==> config.mk <==
export PLATFORM = sky130hd
export DESIGN_NAME = freq_meter_scheduler
export DESIGN_NICKNAME = d
export VERILOG_FILES = /design/src/rtl/freq_meter_scheduler.sv
export SDC_FILE = /design/constraint.sdc
export NUM_CORES = 1
export LEC_CHECK = 0
export BUFFER_PORTS_ARGS = -buffer_cell sky130_fd_sc_hd__buf_2
export CAP_MARGIN = 20
export CORE_UTILIZATION = 30
export DETAILED_ROUTE_END_ITERATION = 12
export PLACE_DENSITY = 0.44
export SLEW_MARGIN = 10
export SYNTH_ARGS = -nofsm -noshare
export SYNTH_HDL_FRONTEND = slang
export SYNTH_SLANG_ARGS = --single-unit
==> constraint.sdc <==
create_clock -name clk -period 3.1 [get_ports clk]
set_input_delay 0.62 -clock clk [delete_from_list [all_inputs] [get_ports clk]]
set_output_delay 0.62 -clock clk [all_outputs]
set_load 0.05 [all_outputs]
==> src/rtl/freq_meter_scheduler.sv <==
// Scheduler that time-multiplexes one frequency meter across CH_NUM test clocks,
// settling the mux and discarding partial readouts before capturing one result
// per enabled channel into a readable result table.
module freq_meter_scheduler #(
  parameter int unsigned CH_NUM         = 4,
  parameter int unsigned SETTLE_CYCLES  = 16,
  parameter int unsigned DISCARD_NUM    = 1,
  parameter int unsigned TIMEOUT_CYCLES = 262144,
  localparam int unsigned SEL_W         = $clog2(CH_NUM)
) (
  input  logic              clk,
  input  logic              rst,
  input  logic              start,
  input  logic              continuous,
  input  logic [CH_NUM-1:0] chan_mask,
  input  logic              meas_valid,
  input  logic [31:0]       meas_value,
  output logic [SEL_W-1:0]  mux_sel,
  output logic              meter_ena,
  output logic              busy,
  output logic              res_we,
  output logic [SEL_W-1:0]  res_chan,
  output logic [31:0]       res_value,
  output logic [CH_NUM-1:0] dead,
  output logic              scan_done,
  input  logic [SEL_W-1:0]  rd_chan,
  output logic [31:0]       rd_value
);

  localparam int unsigned PTR_W = SEL_W + 1;
  localparam int unsigned SET_W = $clog2(SETTLE_CYCLES + 1);
  localparam int unsigned DIS_W = (DISCARD_NUM > 0) ? $clog2(DISCARD_NUM + 1) : 1;
  localparam int unsigned TMO_W = $clog2(TIMEOUT_CYCLES + 1);

  typedef enum logic [2:0] {
    IDLE, SEL, SETTLE, DISCARD, MEASURE, STORE, DONE
  } state_t;

  state_t              state_q, state_d;
  logic [CH_NUM-1:0]   mask_q, mask_d;
  logic [PTR_W-1:0]    ptr_q, ptr_d;
  logic [SEL_W-1:0]    ch_q, ch_d;
  logic [SEL_W-1:0]    mux_sel_q, mux_sel_d;
  logic [SET_W-1:0]    set_cnt_q, set_cnt_d;
  logic [DIS_W-1:0]    dis_cnt_q, dis_cnt_d;
  logic [TMO_W-1:0]    tmo_cnt_q, tmo_cnt_d;
  logic                meter_ena_q, meter_ena_d;
  logic                busy_q, busy_d;
  logic                res_we_q, res_we_d;
  logic [SEL_W-1:0]    res_chan_q, res_chan_d;
  logic [31:0]         res_value_q, res_value_d;
  logic [CH_NUM-1:0]   dead_q, dead_d;
  logic                scan_done_q, scan_done_d;
  logic                after_done_q, after_done_d;
  logic [31:0]         rd_value_q;
  logic [31:0]         tbl_q [CH_NUM];
  logic [31:0]         tbl_d [CH_NUM];

  logic                found;
  logic [SEL_W-1:0]    nxt_idx;
  logic                tmo_hit;
  logic                cap_ok;
  logic                cap_tmo;
  logic [31:0]         cap_val;

  // Lowest enabled channel at or above the scan pointer
  always_comb begin
    found   = 1'b0;
    nxt_idx = '0;
    for (int i = CH_NUM - 1; i >= 0; i--) begin
      if (mask_q[i] && (PTR_W'(i) >= ptr_q)) begin
        found   = 1'b1;
        nxt_idx = SEL_W'(i);
      end
    end
  end

  assign tmo_hit = (tmo_cnt_q == TMO_W'(TIMEOUT_CYCLES - 1));

  // Next-state and registered-output logic; a capture (valid or timeout) jumps to STORE
  always_comb begin
    state_d      = state_q;
    mask_d       = mask_q;
    ptr_d        = ptr_q;
    ch_d         = ch_q;
    mux_sel_d    = mux_sel_q;
    set_cnt_d    = set_cnt_q;
    dis_cnt_d    = dis_cnt_q;
    tmo_cnt_d    = tmo_cnt_q;
    res_we_d     = 1'b0;
    res_chan_d   = res_chan_q;
    res_value_d  = res_value_q;
    dead_d       = dead_q;
    scan_done_d  = 1'b0;
    after_done_d = 1'b0;
    tbl_d        = tbl_q;
    cap_ok       = 1'b0;
    cap_tmo      = 1'b0;
    cap_val      = '0;

    case (state_q)
      IDLE: begin
        if (start || (continuous && after_done_q)) begin
          mask_d  = chan_mask;
          ptr_d   = '0;
          state_d = SEL;
        end
      end
      SEL: begin
        if (found) begin
          mux_sel_d = nxt_idx;
          ch_d      = nxt_idx;
          set_cnt_d = '0;
          state_d   = SETTLE;
        end else begin
          scan_done_d = 1'b1;
          state_d     = DONE;
        end
      end
      SETTLE: begin
        if (set_cnt_q == SET_W'(SETTLE_CYCLES - 1)) begin
          tmo_cnt_d = '0;
          dis_cnt_d = '0;
          state_d   = (DISCARD_NUM > 0) ? DISCARD : MEASURE;
        end else begin
          set_cnt_d = set_cnt_q + SET_W'(1);
        end
      end
      DISCARD: begin
        if (meas_valid) begin
          tmo_cnt_d = '0;
          if (dis_cnt_q == DIS_W'(DISCARD_NUM - 1)) begin
            state_d = MEASURE;
          end else begin
            dis_cnt_d = dis_cnt_q + DIS_W'(1);
          end
        end else if (tmo_hit) begin
          cap_tmo = 1'b1;
        end else begin
          tmo_cnt_d = tmo_cnt_q + TMO_W'(1);
        end
      end
      MEASURE: begin
        if (meas_valid) begin
          cap_ok = 1'b1;
        end else if (tmo_hit) begin
          cap_tmo = 1'b1;
        end else begin
          tmo_cnt_d = tmo_cnt_q + TMO_W'(1);
        end
      end
      STORE: begin
        state_d = SEL;
      end
      DONE: begin
        after_done_d = 1'b1;
        state_d      = IDLE;
      end
      default: begin
        state_d = IDLE;
      end
    endcase

    if (cap_ok || cap_tmo) begin
      cap_val        = cap_ok ? meas_value : 32'd0;
      tbl_d[ch_q]    = cap_val;
      res_we_d       = 1'b1;
      res_chan_d     = ch_q;
      res_value_d    = cap_val;
      dead_d[ch_q]   = cap_tmo;
      ptr_d          = PTR_W'(ch_q) + PTR_W'(1);
      state_d        = STORE;
    end
  end

  assign busy_d      = (state_d != IDLE) && (state_d != DONE);
  assign meter_ena_d = (state_d == DISCARD) || (state_d == MEASURE);

  // State, datapath and output registers with synchronous reset
  always_ff @(posedge clk) begin
    if (rst) begin
      state_q      <= IDLE;
      mask_q       <= '0;
      ptr_q        <= '0;
      ch_q         <= '0;
      mux_sel_q    <= '0;
      set_cnt_q    <= '0;
      dis_cnt_q    <= '0;
      tmo_cnt_q    <= '0;
      meter_ena_q  <= 1'b0;
      busy_q       <= 1'b0;
      res_we_q     <= 1'b0;
      res_chan_q   <= '0;
      res_value_q  <= '0;
      dead_q       <= '0;
      scan_done_q  <= 1'b0;
      after_done_q <= 1'b0;
      tbl_q        <= '{default: '0};
    end else begin
      state_q      <= state_d;
      mask_q       <= mask_d;
      ptr_q        <= ptr_d;
      ch_q         <= ch_d;
      mux_sel_q    <= mux_sel_d;
      set_cnt_q    <= set_cnt_d;
      dis_cnt_q    <= dis_cnt_d;
      tmo_cnt_q    <= tmo_cnt_d;
      meter_ena_q  <= meter_ena_d;
      busy_q       <= busy_d;
      res_we_q     <= res_we_d;
      res_chan_q   <= res_chan_d;
      res_value_q  <= res_value_d;
      dead_q       <= dead_d;
      scan_done_q  <= scan_done_d;
      after_done_q <= after_done_d;
      tbl_q        <= tbl_d;
    end
  end

  // Table readback, independent of the scan; a same-cycle write is seen next cycle
  always_ff @(posedge clk) begin
    if (rst) begin
      rd_value_q <= '0;
    end else begin
      rd_value_q <= tbl_q[rd_chan];
    end
  end

  assign mux_sel   = mux_sel_q;
  assign meter_ena = meter_ena_q;
  assign busy      = busy_q;
  assign res_we    = res_we_q;
  assign res_chan  = res_chan_q;
  assign res_value = res_value_q;
  assign dead      = dead_q;
  assign scan_done = scan_done_q;
  assign rd_value  = rd_value_q;

endmodule

---- Word-level counts from Yosys, hierarchy flattened ----
Cells that the tools add are included.
operators by class
  reduce and logical (&&, ||, !) cells .... 26
  $add $sub $neg .......................... 4
  magnitude comparators ................... 9
  multiplexer cells ....................... 48
  bitwise operators ....................... 3
  equal/unequal tests ..................... 16
operators by type and width
  cell                                                                      count
  128-bit bitwise mux                                                       1
  32-bit 2-to-1 mux                                                         4
  19-bit 2-to-1 mux                                                         4
  32-bit binary-select mux with 2-bit select                                1
  32-bit demux with 2-bit select                                            1
  19-bit one-hot mux with 3 select lines                                    1
  3-bit 2-to-1 mux                                                          9
  19-bit by 1-bit adder with 19-bit output (second input constant)          1
  19-bit by 18-bit equality test with 1-bit output (second input constant)  1
  3-bit one-hot mux with 6 select lines                                     1
  1-bit 2-to-1 mux                                                          16
  3-bit equality test (second input constant)                               4
  5-bit 2-to-1 mux                                                          2
  2-bit inequality test (second input constant)                             5
  5-bit one-hot mux with 2 select lines                                     1
  3-bit by 2-bit equality test with 1-bit output (second input constant)    3
  3-bit AND reduction                                                       3
  1-bit logical AND                                                         8
  2-bit 2-to-1 mux                                                          4
  2-bit nonzero test                                                        4
  1-bit by 3-bit >= comparator with 1-bit output (first input constant)     2
  2-bit by 3-bit >= comparator with 1-bit output (first input constant)     2
  3-bit >= comparator (second input constant)                               2
  2-bit NOT with 3-bit output                                               2
  18 further kinds                                                          24
word-level totals
  output and inout port bits .............. 76
  input port bits ......................... 43
  word-level logic and storage cells ...... 126
  register bits after elaboration ......... 240

---- Depth between registers and ports, before layout ----
Gate-level depths: netlist of the first run.
  depth after elaboration ................. 11
  depth in mapped cells ................... 9
  depth with buffers taken out ............ 8

---- Worst setup path after synthesis of the first run ----
OpenSTA, ideal clock, no wires.
  path kind ............................... input port to flip-flop
  start point ............................. input port meas_valid
  end point ............................... register tmo_cnt_q[13]
  library setup time ...................... 0.071 ns
  data required time ...................... 3.029 ns
  stages .................................. 5
  buffers on the path ..................... 0
  path slack .............................. 0.847 ns
  data arrival time ....................... 2.182 ns
  path through ............................ or4b_4 > a21boi_4 > a2111o_1 > or3_1 > a21oi_1
on the way
  cells in the longest elaborated chain, start to end .. 2
ends and longest elaborated chain
  what                                                                                  RTL line  text
  from (decl)                                                                           16        input logic meas_valid,
  19-bit 2-to-1 mux / 2-bit inequality test (equally long branches)                     --
  19-bit one-hot mux with 3 select lines / 3-bit AND reduction (equally long branches)  --
  to (signal assigned)                                                                  207       tmo_cnt_q <= tmo_cnt_d;
  to (decl)                                                                             46        logic [TMO_W-1:0] tmo_cnt_q, tmo_cnt_d;
Several ways; a longest one is shown, not always the timed one.
A chain may end at the register's enable or synchronous reset.

---- Worst setup path in the final report of the first run ----
  start point ............................. register state_q[2]
  end point ............................... register tbl_q[54] (netlist bit)
on the way
  cells in the longest elaborated chain, start to end .. 4
ends and longest elaborated chain
  what                                                                                          RTL line  text
  from (decl)                                                                                   39        state_t state_q, state_d;
  from (signal assigned)                                                                        200       state_q <= state_d;
  3-bit equality test / 3-bit by 2-bit equality test with 1-bit output (equally long branches)  101       case (state_q)
  1-bit 2-to-1 mux / 2-bit OR reduction (equally long branches)                                 --
  32-bit 2-to-1 mux / 1-bit 2-to-1 mux (equally long branches)                                  --
  128-bit bitwise mux / 1-bit logical OR (equally long branches)                                166, 164
  to (signal assigned)                                                                          216       tbl_q <= tbl_d;
  to (decl)                                                                                     56        logic [31:0] tbl_q [CH_NUM];
Several ways; a longest one is shown, not always the timed one.

==> results.py, run 1 <==
metrics = {
    "detailed_routing": {
        "wl_per_cell_um": 18.2,
        "drt_pass1_iterations": 5,
        "ant_nets": 0,
        "first_iter_violations": 540,
        "vias_per_cell": 5.17,
        "vias": 7903,
        "drt_drc_violations_left": 0,
        "wl_um": 27900,
    },
    "power": {
        "power-per-cell-area_nw_per_um2": 619,
        "leakage_nw": 4.17,
        "p_total_mw": 7.14,
        "vdd_drop_max_v": 0.000500,
    },
    "sta": {
        "skew_ns": 0.0150,
        "setup_viol": 0,
        "setup_tns_ns": 0,
        "rsz0062_at_grt": "no",
        "final.period_utilization_pct": 80.5,
        "max_slew.worst_pin.slew_ns": 0.855,
        "fmax_mhz": 401,
        "relSlewSlack_pct": 42.9,
        "period_minus_slack_ns": 2.49,
        "slew_viol_final": 0,
        "hold_viol": 0,
    },
    "yosys": {
        "yosys_register_bits": 239,
        "syn_area_um2": 9540,
        "postSynthCellCount": 1033,
        "synth_fp_nets": 1083,
        "avgSynthCellArea_um2": 9.24,
        "synth.distinct_cells": 48,
        "ys_seq_area_share_pct": 50.2,
        "yosys_warnings": 0,
    },
    "die": {
        "die_w_um": 180,
        "die_y_um": 180,
        "io_pins": 119,
        "num_rows": 64,
        "fp.coreArea_um2": 30900,
        "start_util_pct": 30.9,
        "dieArea_um2": 32500,
    },
    "global_routing": {
        "antenna_found_initial": 0,
        "grt_use_total_pct": 16.9,
        "grt_start_max_net_pins": 95,
        "grt_pass1_wl_um": 44800,
        "gr-total-overflow": 0,
        "grt_pass1_vias": 7818,
    },
    "place": {
        "postPlaceCellArea_um2": 10600,
        "dp_hpwl_um": 15600,
        "place.gp.congestion": 0.745,
        "io_buffers": 118,
    },
    "worst_setup_path": {
        "cp_max_fo": 84,
        "critPathArrivalTime_ns": 2.91,
        "critPathLaunchType": "flop",
        "path_class": "flop to flop",
        "required_ns": 3.51,
        "critPathCaptureType": "flop",
    },
    "min_path": {
        "min_path_type": "primary input to flop",
    },
    "clock_tree": {
        "cts_root_buf": "clkbuf_16",
        "cts_made_buffers": 27,
        "numClockSinks": 239,
        "cts_buffer_depth": 3,
        "post_cts_buffers": 0,
        "cts_max_level": 1,
        "clk_pin_slew_ns": 0.06,
        "cts_tree": "done",
        "cts_resized": 0,
        "cts_hold_buf": 0,
        "clock_latency_ns": 0.54,
    },
    "finish": {
        "diodes": 0,
        "synthToLayoutAreaGrowth_pct": 20.9,
        "stdcell_area_um2": 11500,
        "finalNetCount": 1163,
        "drive_gt1_share_pct": 20.8,
    },
    "job": {
        "drv_cap": 0,
    },
    "outcome": {
        "outcome": "finished clean",
    },
}
[power by group]
group | total (mW) | internal (mW) | switching [mW]
Sequential | 3.17 | 3.13 | 0.0442
Clock | 3.35 | 2.04 | 1.31
Combinational | 0.616 | 0.185 | 0.431
[Yosys cell counts (all sizes together)]
| cell | number | share of area, % |
|---|---|---|
| a2111o | 1 | 0.12 |
| a211oi | 8 | 0.63 |
| a21boi | 2 | 0.28 |
| a21oi | 119 | 6.2 |
| a221oi | 1 | 0.092 |
| a22oi | 67 | 5.3 |
| a31oi | 3 | 0.20 |
| a41oi | 2 | 0.18 |
| and2 | 4 | 0.26 |
| and2b | 1 | 0.079 |
| and3 | 3 | 0.20 |
| and4 | 2 | 0.18 |
| buf | 11 | 0.54 |
| clkbuf | 81 | 3.2 |
| dfxtp | 239 | 50 |
| ha | 7 | 0.92 |
| inv | 13 | 0.51 |
| mux2i | 7 | 0.73 |
| mux4 | 32 | 7.6 |
| nand2 | 52 | 2.0 |
| nand2b | 7 | 0.46 |
| nand3 | 76 | 4.0 |
| nand3b | 4 | 0.31 |
| nand4 | 5 | 0.33 |
| nand4bb | 1 | 0.12 |
| nor2 | 97 | 3.8 |
| nor2b | 36 | 2.4 |
| nor3 | 5 | 0.26 |
| nor3b | 1 | 0.079 |
| nor4 | 7 | 0.52 |
| nor4bb | 1 | 0.10 |
| o211ai | 1 | 0.079 |
| o21a | 2 | 0.16 |
| o21ai | 105 | 5.5 |
| o21bai | 1 | 0.079 |
| o22a | 1 | 0.092 |
| o311a | 1 | 0.10 |
| o31ai | 1 | 0.079 |
| o41ai | 2 | 0.18 |
| or2 | 3 | 0.20 |
| or3 | 7 | 0.46 |
| or4b | 1 | 0.14 |
| xnor2 | 11 | 1.0 |
| xor2 | 2 | 0.18 |
[layer usage]
layer / up-vias / wire (um) / share of wire (%) / track usage (%)
met1: 3809 / 12900 / 46 / 22.8
li1: 3853 / - / - / -
met3: 34 / 1280 / 4.6 / 2.43
met2: 207 / 13300 / 48 / 28.6
met4: 0 / 422 / 1.5 / 3.52
met5: - / 0 / 0 / 0
[path summary, 6_finish.rpt]
check | startpoint | endpoint | slack (ns) | cells after the start
worst max-delay path | state_q[2] | tbl_q[54] | 0.61 | 6
worst min-delay path | chan_mask[2] | mask_q[2] | 0.33 | 3
worst max register to register | state_q[2] | tbl_q[54] | 0.61 | 6
worst min register to register | tmo_cnt_q[18] | tmo_cnt_q[18] | 0.47 | 1
[critical path, cell delays in order, from the launching register on]
cell and delay [ns]:
dfxtp_1 0.60, or4b_4 0.54, a211oi_1 0.45, a21oi_4 0.20
buf_12 0.26, o21ai_0 0.21, a21oi_1 0.09
[cell usage in the layout (no fill, tap or decap), types with 3 or more instances in the layout]
cell type	synthesis	layout
a21oi_1	119	118
nand2b_1	7	7
mux2i_1	7	7
and3_1	3	3
ha_1	7	5
clkbuf_8	0	8
inv_1	13	13
nand3_1	76	76
or3_1	7	7
nor2b_1	36	36
nand2_1	52	52
xnor2_1	11	11
clkbuf_16	0	27
clkinv_2	0	7
dfxtp_1	239	239
buf_2	8	117
a211oi_1	8	8
nor3_1	5	5
nand4_1	5	5
nand3b_1	4	4
nor2_1	97	97
buf_12	0	5
buf_4	0	20
nor4_1	6	5
mux4_2	32	32
a22oi_1	67	67
a31oi_1	3	3
o21ai_0	105	105
bufinv_16	0	3
[through the flow]
stage	util, %	hold slack, ns	cells	setup WS (ns)
after floorplan	-	0.436	1033	0.847
after global placement	34.2	0.448	1480	0.526
after detailed placement	34.2	0.456	1480	0.477
after CTS	37.3	0.311	1530	0.624
after global routing	37.3	0.327	1530	0.475
final	37.3	0.328	1530	0.605
[cell families (layout without fill, tap and decap cells)]
family                     Yosys count  in the layout  share of synthesized area (%)
AOI/OAI and AO/OA                  317            317                           19.3
DFF                                239            239                           50.2
adders and majority gates            7              7                          0.918
buffers and inverters              105            206                           4.24
xor gates and xnor gates            13             13                           1.19
muxes                               39             39                           8.29
and+or+nand+nor                    313            313                           15.9
[area by class of cell]
cell class / instances / area, um2
Clock buffer: 37 / 793
Clock inverter: 13 / 150
Fill cell: 3164 / 19400
Inverter: 13 / 48.8
Multi-Input combinational cell: 689 / 4410
Sequential cell: 239 / 4780
Tap cell: 396 / 495
Timing Repair Buffer: 143 / 847
[sequential cells by signal, summed over array words and instances, names as in the netlist, 2 cells and up]
signal and flops:
dead 4, mask_q 4, mux_sel 2, ptr_q 3
rd_value 32, res_chan 2, res_value 32, set_cnt_q 5
state_q 3, tbl_q 128, tmo_cnt_q 19
(Power assumes the default switching activity.)
==> run 2: changes to the inputs <==
==> constraint.sdc (replaced) <==
create_clock -name clk -period 2.3 [get_ports clk]
set_input_delay 0.46 -clock clk [delete_from_list [all_inputs] [get_ports clk]]
set_output_delay 0.46 -clock clk [all_outputs]
set_load 0.05 [all_outputs]
==> run 2 against run 1 <==
  * Fmax up 19%
  * Utilization up 0.64 points
  * Hold slack worse by 0.16 ns
  * Die area unchanged
  * Count of clock-buffer cells in the layout up 5
  * Critical path depth up 2
  * Combinational power up 44%
  * Clock power up 30%
  * First-iteration DRC count down 8.1%
  * Critical endpoint is now tmo_cnt_q[13]
  * Worst setup slack worse by 0.40 ns
  * Non-clock buffer count up 14
==> results.py, run 2 (synthesized netlist as in run 1, its figures left out) <==
metrics = {
    "power": {
        "power_frac_seq_pct": 44.9,
        "leakage_nw": 4.26,
        "vdd_drop_max_v": 0.000474,
        "switching_power_mw": 2.41,
        "power-per-cell-area_nw_per_um2": 809,
        "sw_frac_of_total_pct": 25.4,
        "pwr-share-clk_pct": 45.8,
        "p_total_mw": 9.48,
        "pwr-share-comb_pct": 9.4,
        "intPower_mw": 7.07,
    },
    "detailed_routing": {
        "wl_um": 27600,
        "drt_pass1_iterations": 4,
        "vias": 7996,
        "drt_drc_violations_left": 0,
        "first_iter_violations": 496,
        "ant_nets": 0,
        "vias_per_cell": 5.18,
        "wl_per_cell_um": 17.9,
    },
    "finish": {
        "drive_gt1_share_pct": 21.4,
        "fillers": 3164,
        "diodes": 0,
        "largest_register_ffs": 128,
        "largest_register": "tbl_q",
        "finalNetCount": 1178,
        "final_cell_mix": "dfxtp_1, a21oi_1, buf_2",
        "instances_no_fill": 1545,
        "final_common_cell": "dfxtp_1",
        "synthToLayoutAreaGrowth_pct": 22.9,
    },
    "worst_setup_path": {
        "critPathMaxStageDelay_ns": 0.46,
        "critPathCaptureType": "flop",
        "critPathArrivalTime_ns": 2.57,
        "cp_max_fo": 8,
        "critPathLaunchType": "flop",
        "required_ns": 2.77,
        "reg2reg_depth": 8,
        "critPathMostFrequentCell": "ha_1",
        "r2r_slack_ns": 0.20,
        "cp_cell_sequence": "ha_1 > and3_1 > ha_1 > or2_2 > a21boi_4 > a2111o_1 > or3_1 > a21oi_1",
        "slowest_stage": "a2111o_1",
        "path_class": "flop to flop",
        "rr_endpoint": "tmo_cnt_q[13]",
        "cp_top_family": "simple AND/OR/NAND/NOR gates",
        "r2r-start": "set_cnt_q[0]",
        "path_buf_inv": 0,
    },
    "place": {
        "place.gp.congestion": 0.743,
        "dp_hpwl_um": 15800,
        "post-place-cells": 1494,
        "io_buffers": 118,
    },
    "sta": {
        "hold_slack_ns": 0.169,
        "fmax_mhz": 477,
        "relSlewSlack_pct": 53.8,
        "hold_viol": 0,
        "rsz0062_at_grt": "no",
        "setup_tns_ns": 0,
        "setup_viol": 0,
        "skew_ns": 0.0183,
        "max_slew.worst_pin.slew_ns": 0.684,
        "slew_viol_final": 0,
        "final.period_utilization_pct": 91.2,
        "period_minus_slack_ns": 2.10,
    },
    "clock_tree": {
        "cts_max_level": 1,
        "cts_tree": "done",
        "cts_hold_buf": 0,
        "cts_made_buffers": 28,
        "post_cts_buffers": 0,
        "cts_root_buf": "clkbuf_16",
        "cts_buffer_depth": 3,
        "numClockSinks": 239,
        "clock_latency_ns": 0.55,
        "cts_resized": 0,
        "clk_pin_slew_ns": 0.06,
    },
    "die": {
        "num_rows": 64,
        "die_y_um": 180,
        "die_w_um": 180,
        "fp.coreArea_um2": 30900,
        "dieArea_um2": 32500,
        "start_util_pct": 30.9,
        "io_pins": 119,
    },
    "global_routing": {
        "grt_pass1_wl_um": 44000,
        "antenna_found_initial": 0,
        "grt_start_max_net_pins": 68,
        "gr-total-overflow": 0,
        "grt_pass1_vias": 7663,
        "grt_use_total_pct": 16.7,
    },
    "min_path": {
        "min_to": "mask_q[0]",
        "hold_path_depth": 3,
        "min_path_type": "primary input to flop",
        "min-delay-start": "chan_mask[0]",
    },
    "job": {
        "drv_cap": 0,
    },
    "outcome": {
        "outcome": "finished clean",
    },
}
run 2: worst max-delay path by stage:
| stage | startpoint | to | slack, ns | cells past startpoint |
|---|---|---|---|---|
| finish | set_cnt_q[0] | tmo_cnt_q[13] | 0.20 | 8 |
| global route | set_cnt_q[0] | tmo_cnt_q[13] | 0.05 | 8 |
| floorplan | set_cnt_q[0] | tmo_cnt_q[0] | 0.17 | 9 |
| CTS | set_cnt_q[0] | tmo_cnt_q[13] | 0.19 | 8 |
| detailed placement | meas_valid | tmo_cnt_q[13] | 0.04 | 6 |
| global placement | meas_valid | tmo_cnt_q[13] | 0.02 | 6 |
run 2: per-stage QoR:
step                util, %  setup WS (ns)  area, um2
floorplan                 -          0.174       9540
global placement       35.0         0.0239      10800
detailed placement     35.0         0.0406      10800
CTS                    37.9          0.195      11700
global route           37.9         0.0481      11700
finish                 37.9          0.202      11700
run 2: worst register-to-register path, stage by stage (launching register included):
cell      delay [ns]
dfxtp_1         0.36
ha_1            0.17
and3_1          0.16
ha_1            0.16
or2_2           0.15
a21boi_4        0.06
a2111o_1        0.46
or3_1           0.37
a21oi_1         0.14
run 2: layout make-up:
| type | count | area (um2) | share of cell area, % |
|---|---|---|---|
| repair buffers | 157 | 1080 | 9.19 |
| clock inverters | 9 | 86.3 | 0.736 |
| clock buffers | 42 | 823 | 7.02 |
| inverters | 13 | 48.8 | 0.416 |
| well taps | 396 | 495 | 4.23 |
| multi-input cells | 689 | 4410 | 37.6 |
| flip-flops and latches | 239 | 4780 | 40.8 |
run 2: metal layers:
metal / global-route usage (%) / vias to the layer above / routed length (um)
met2: 27.8 / 210 / 12900
met3: 2.32 / 44 / 1360
li1: - / 3883 / -
met5: 0 / - / 0
met4: 4.41 / 0 / 496
met1: 22.6 / 3859 / 12900
run 2: power by group through the flow:
stage | clock, mW | sequential (mW) | combinational [mW]
2_1_floorplan | 0 | 4.45 | 0.443
3_3_place_gp | 0 | 4.35 | 0.902
3_5_place_dp | 0 | 4.35 | 0.899
4_1_cts | 4.49 | 4.25 | 0.901
5_1_grt | 4.66 | 4.26 | 0.963
6_report | 4.34 | 4.25 | 0.889
==> run 3: changes to the inputs <==
--- a/config.mk
+++ b/config.mk
@@ -5,6 +5,7 @@
 export SDC_FILE = /design/constraint.sdc
 export NUM_CORES = 1
 export LEC_CHECK = 0
+export ABC_AREA = 1
 export BUFFER_PORTS_ARGS = -buffer_cell sky130_fd_sc_hd__buf_2
 export CAP_MARGIN = 20
 export CORE_UTILIZATION = 30
==> run 3 against run 2 <==
  * Sequential cell count did not move
  * Utilization decreased by 0.88 points
  * Hold slack better by 0.024 ns
  * Clock power grew 6.5%
  * Critical endpoint is now tbl_q[6]
  * Highest routed layer unchanged
==> results.py, run 3 <==
metrics = {
    "global_routing": {
        "grt_use_total_pct": 17.1,
        "grt_pass1_vias": 8398,
        "grt_start_max_net_pins": 108,
        "antenna_found_initial": 0,
        "gr-total-overflow": 0,
        "grt_pass1_wl_um": 45500,
    },
    "clock_tree": {
        "cts_tree": "done",
        "cts_made_buffers": 29,
        "cts_root_buf": "clkbuf_16",
        "clock_latency_ns": 0.54,
        "cts_max_level": 1,
        "cts_buffer_depth": 3,
        "cts_hold_buf": 0,
        "numClockSinks": 239,
        "clk_pin_slew_ns": 0.06,
    },
    "yosys": {
        "synth_top_area_share_pct": 50.0,
        "synth_edf_count": 0,
        "yosys_warnings": 0,
        "synth.distinct_cells": 35,
        "ys_seq_area_share_pct": 50.0,
        "yosysTopAreaCell": "dfxtp_1",
        "avgSynthCellArea_um2": 7.17,
        "yosysMostFrequentCell": "nand2_1",
        "synthTopCellsByArea": "dfxtp_1, nand2_1, a21oi_1",
        "synth-main-ff-cell": "dfxtp_1",
        "synth_commonest_cells": "nand2_1, dfxtp_1, a21oi_1, nor2_1, o21ai_0",
        "synth_fp_nets": 1386,
        "async_flop_share_pct": 0,
        "yosys_register_bits": 239,
        "postSynthCellCount": 1336,
        "syn_area_um2": 9580,
    },
    "detailed_routing": {
        "drt_pass1_iterations": 7,
        "first_iter_violations": 659,
        "vias_per_cell": 4.71,
        "wl_per_cell_um": 15.2,
        "ant_nets": 0,
        "vias": 8773,
        "wl_um": 28300,
        "drt_drc_violations_left": 0,
    },
    "place": {
        "place.gp.congestion": 0.828,
        "io_buffers": 118,
        "dp_hpwl_um": 17200,
    },
    "worst_setup_path": {
        "reg2reg_depth": 11,
        "path_depth": 11,
        "cp_top_family": "simple AND/OR/NAND/NOR gates",
        "rr_endpoint": "tbl_q[6]",
        "required_ns": 2.70,
        "cp_max_fo": 34,
        "r2r_slack_ns": 0.22,
        "critPathMaxStageDelay_ns": 0.38,
        "path_class": "flop to flop",
        "r2r-start": "tmo_cnt_q[0]",
        "slowest_stage": "dfxtp_1",
        "critPathLaunchType": "flop",
        "path_buf_inv": 1,
        "critPathCaptureType": "flop",
        "cp_cell_sequence": "ha_1 > nand2_1 > nor2_4 > nand2_1 > nor3_2 > nand3_1 > nand2_4 > buf_4 > nand2_8 > nand2_1 > a21oi_1",
        "critPathMostFrequentCell": "nand2_1",
        "critPathArrivalTime_ns": 2.47,
    },
    "sta": {
        "setup_tns_ns": 0,
        "slew_viol_final": 0,
        "period_minus_slack_ns": 2.08,
        "hold_viol": 0,
        "fmax_mhz": 482,
        "skew_ns": 0.0144,
        "setup_viol": 0,
        "final.period_utilization_pct": 90.2,
        "max_slew.worst_pin.slew_ns": 0.522,
        "relSlewSlack_pct": 65.2,
        "rsz0062_at_grt": "no",
    },
    "finish": {
        "finalNetCount": 1488,
        "multi_input_area_um2": 4130,
        "final_common_cell": "nand2_1",
        "largest_register_ffs": 128,
        "fillers": 3334,
        "drive_gt1_share_pct": 15.1,
        "diodes": 0,
        "seqCellArea_um2": 4780,
        "final_cell_mix": "nand2_1, dfxtp_1, a21oi_1",
        "largest_register": "tbl_q",
        "synthToLayoutAreaGrowth_pct": 21.8,
    },
    "power": {
        "p_total_mw": 10.8,
        "vdd_drop_max_v": 0.000538,
        "leakage_nw": 4.84,
        "power-per-cell-area_nw_per_um2": 922,
    },
    "job": {
        "drv_cap": 0,
    },
    "min_path": {
        "hold_path_depth": 3,
        "min_path_type": "primary input to flop",
        "min_to": "res_value[25]",
        "min-delay-start": "meas_value[25]",
    },
    "outcome": {
        "outcome": "finished clean",
    },
    "die": {
        "die_y_um": 181,
        "num_rows": 65,
        "die_w_um": 181,
        "dieArea_um2": 32600,
        "start_util_pct": 30.4,
        "fp.coreArea_um2": 31500,
        "io_pins": 119,
    },
}
==> run 3: cells by family after synthesis <==
group	Yosys count	synth area share, %
adder cells (fa/ha/maj)	7	0.914
AO/OA/AOI/OAI	308	16.4
AND/OR/NAND/NOR	618	25.5
buffers and inverters	162	7.09
XOR/XNOR	2	0.183
flip-flops	239	50.0
==> run 3: how the worst max path moves through the flow <==
stage	slack, ns	to	startpoint
after floorplan	0.50	tmo_cnt_q[6]	set_cnt_q[0]
after global placement	0.08	tmo_cnt_q[6]	set_cnt_q[0]
after detailed placement	0.09	res_value[11]	tmo_cnt_q[0]
after CTS	0.06	tmo_cnt_q[6]	set_cnt_q[0]
after global routing	0.02	tmo_cnt_q[6]	set_cnt_q[0]
final	0.22	tbl_q[6]	tmo_cnt_q[0]
==> run 3: stage by stage <==
step	utilization, %	cell area (um2)	hold WS, ns	cells	setup slack [ns]
after floorplan	-	9580	0.423	1336	0.495
after global placement	33.7	10600	0.444	1804	0.0771
after detailed placement	33.7	10600	0.447	1804	0.0865
after CTS	36.9	11600	0.172	1858	0.0647
after global routing	37.1	11700	0.181	1863	0.0168
final	37.1	11700	0.194	1863	0.225
==> run 3: layer usage <==
layer,up-vias,part of all wire (%),track usage (%)
met5,-,0,0
met4,0,1.2,3.49
met3,33,4.0,2.38
met2,161,46,28.9
met1,4108,48,23.0
li1,4471,-,-
==> run 3: power by group <==
part	leakage, nW	internal [mW]	switching, mW	total [mW]
registers	1.93	4.33	0.107	4.44
logic	2.41	0.467	1.23	1.69
clock network	0.501	2.85	1.77	4.62
total	4.84	7.65	3.10	10.8
==> run 3: final cells by class <==
| cell class | instances | share of cell area (%) |
|---|---|---|
| timing repair buffer | 152 | 8.06 |
| multi-input combinational | 935 | 35.4 |
| sequential | 239 | 41.0 |
| tap | 402 | 4.31 |
| clock inverter | 12 | 1.01 |
| clock buffer | 42 | 7.50 |
| inverter | 81 | 2.66 |
==> run 3: repair_timing <==
| action | in CTS | in global routing |
|---|---|---|
| endpoints found under the setup margin | 0 | 125 |
| endpoints found under the hold margin | 0 | 0 |
| gates resized for setup | 0 | 7 |
| setup buffers | 0 | 5 |
==> run 3: tightest hold or removal path, cell delays in order <==
cell and delay [ns]:
buf_2 0.09, nand2_1 0.07, a21oi_1 0.06
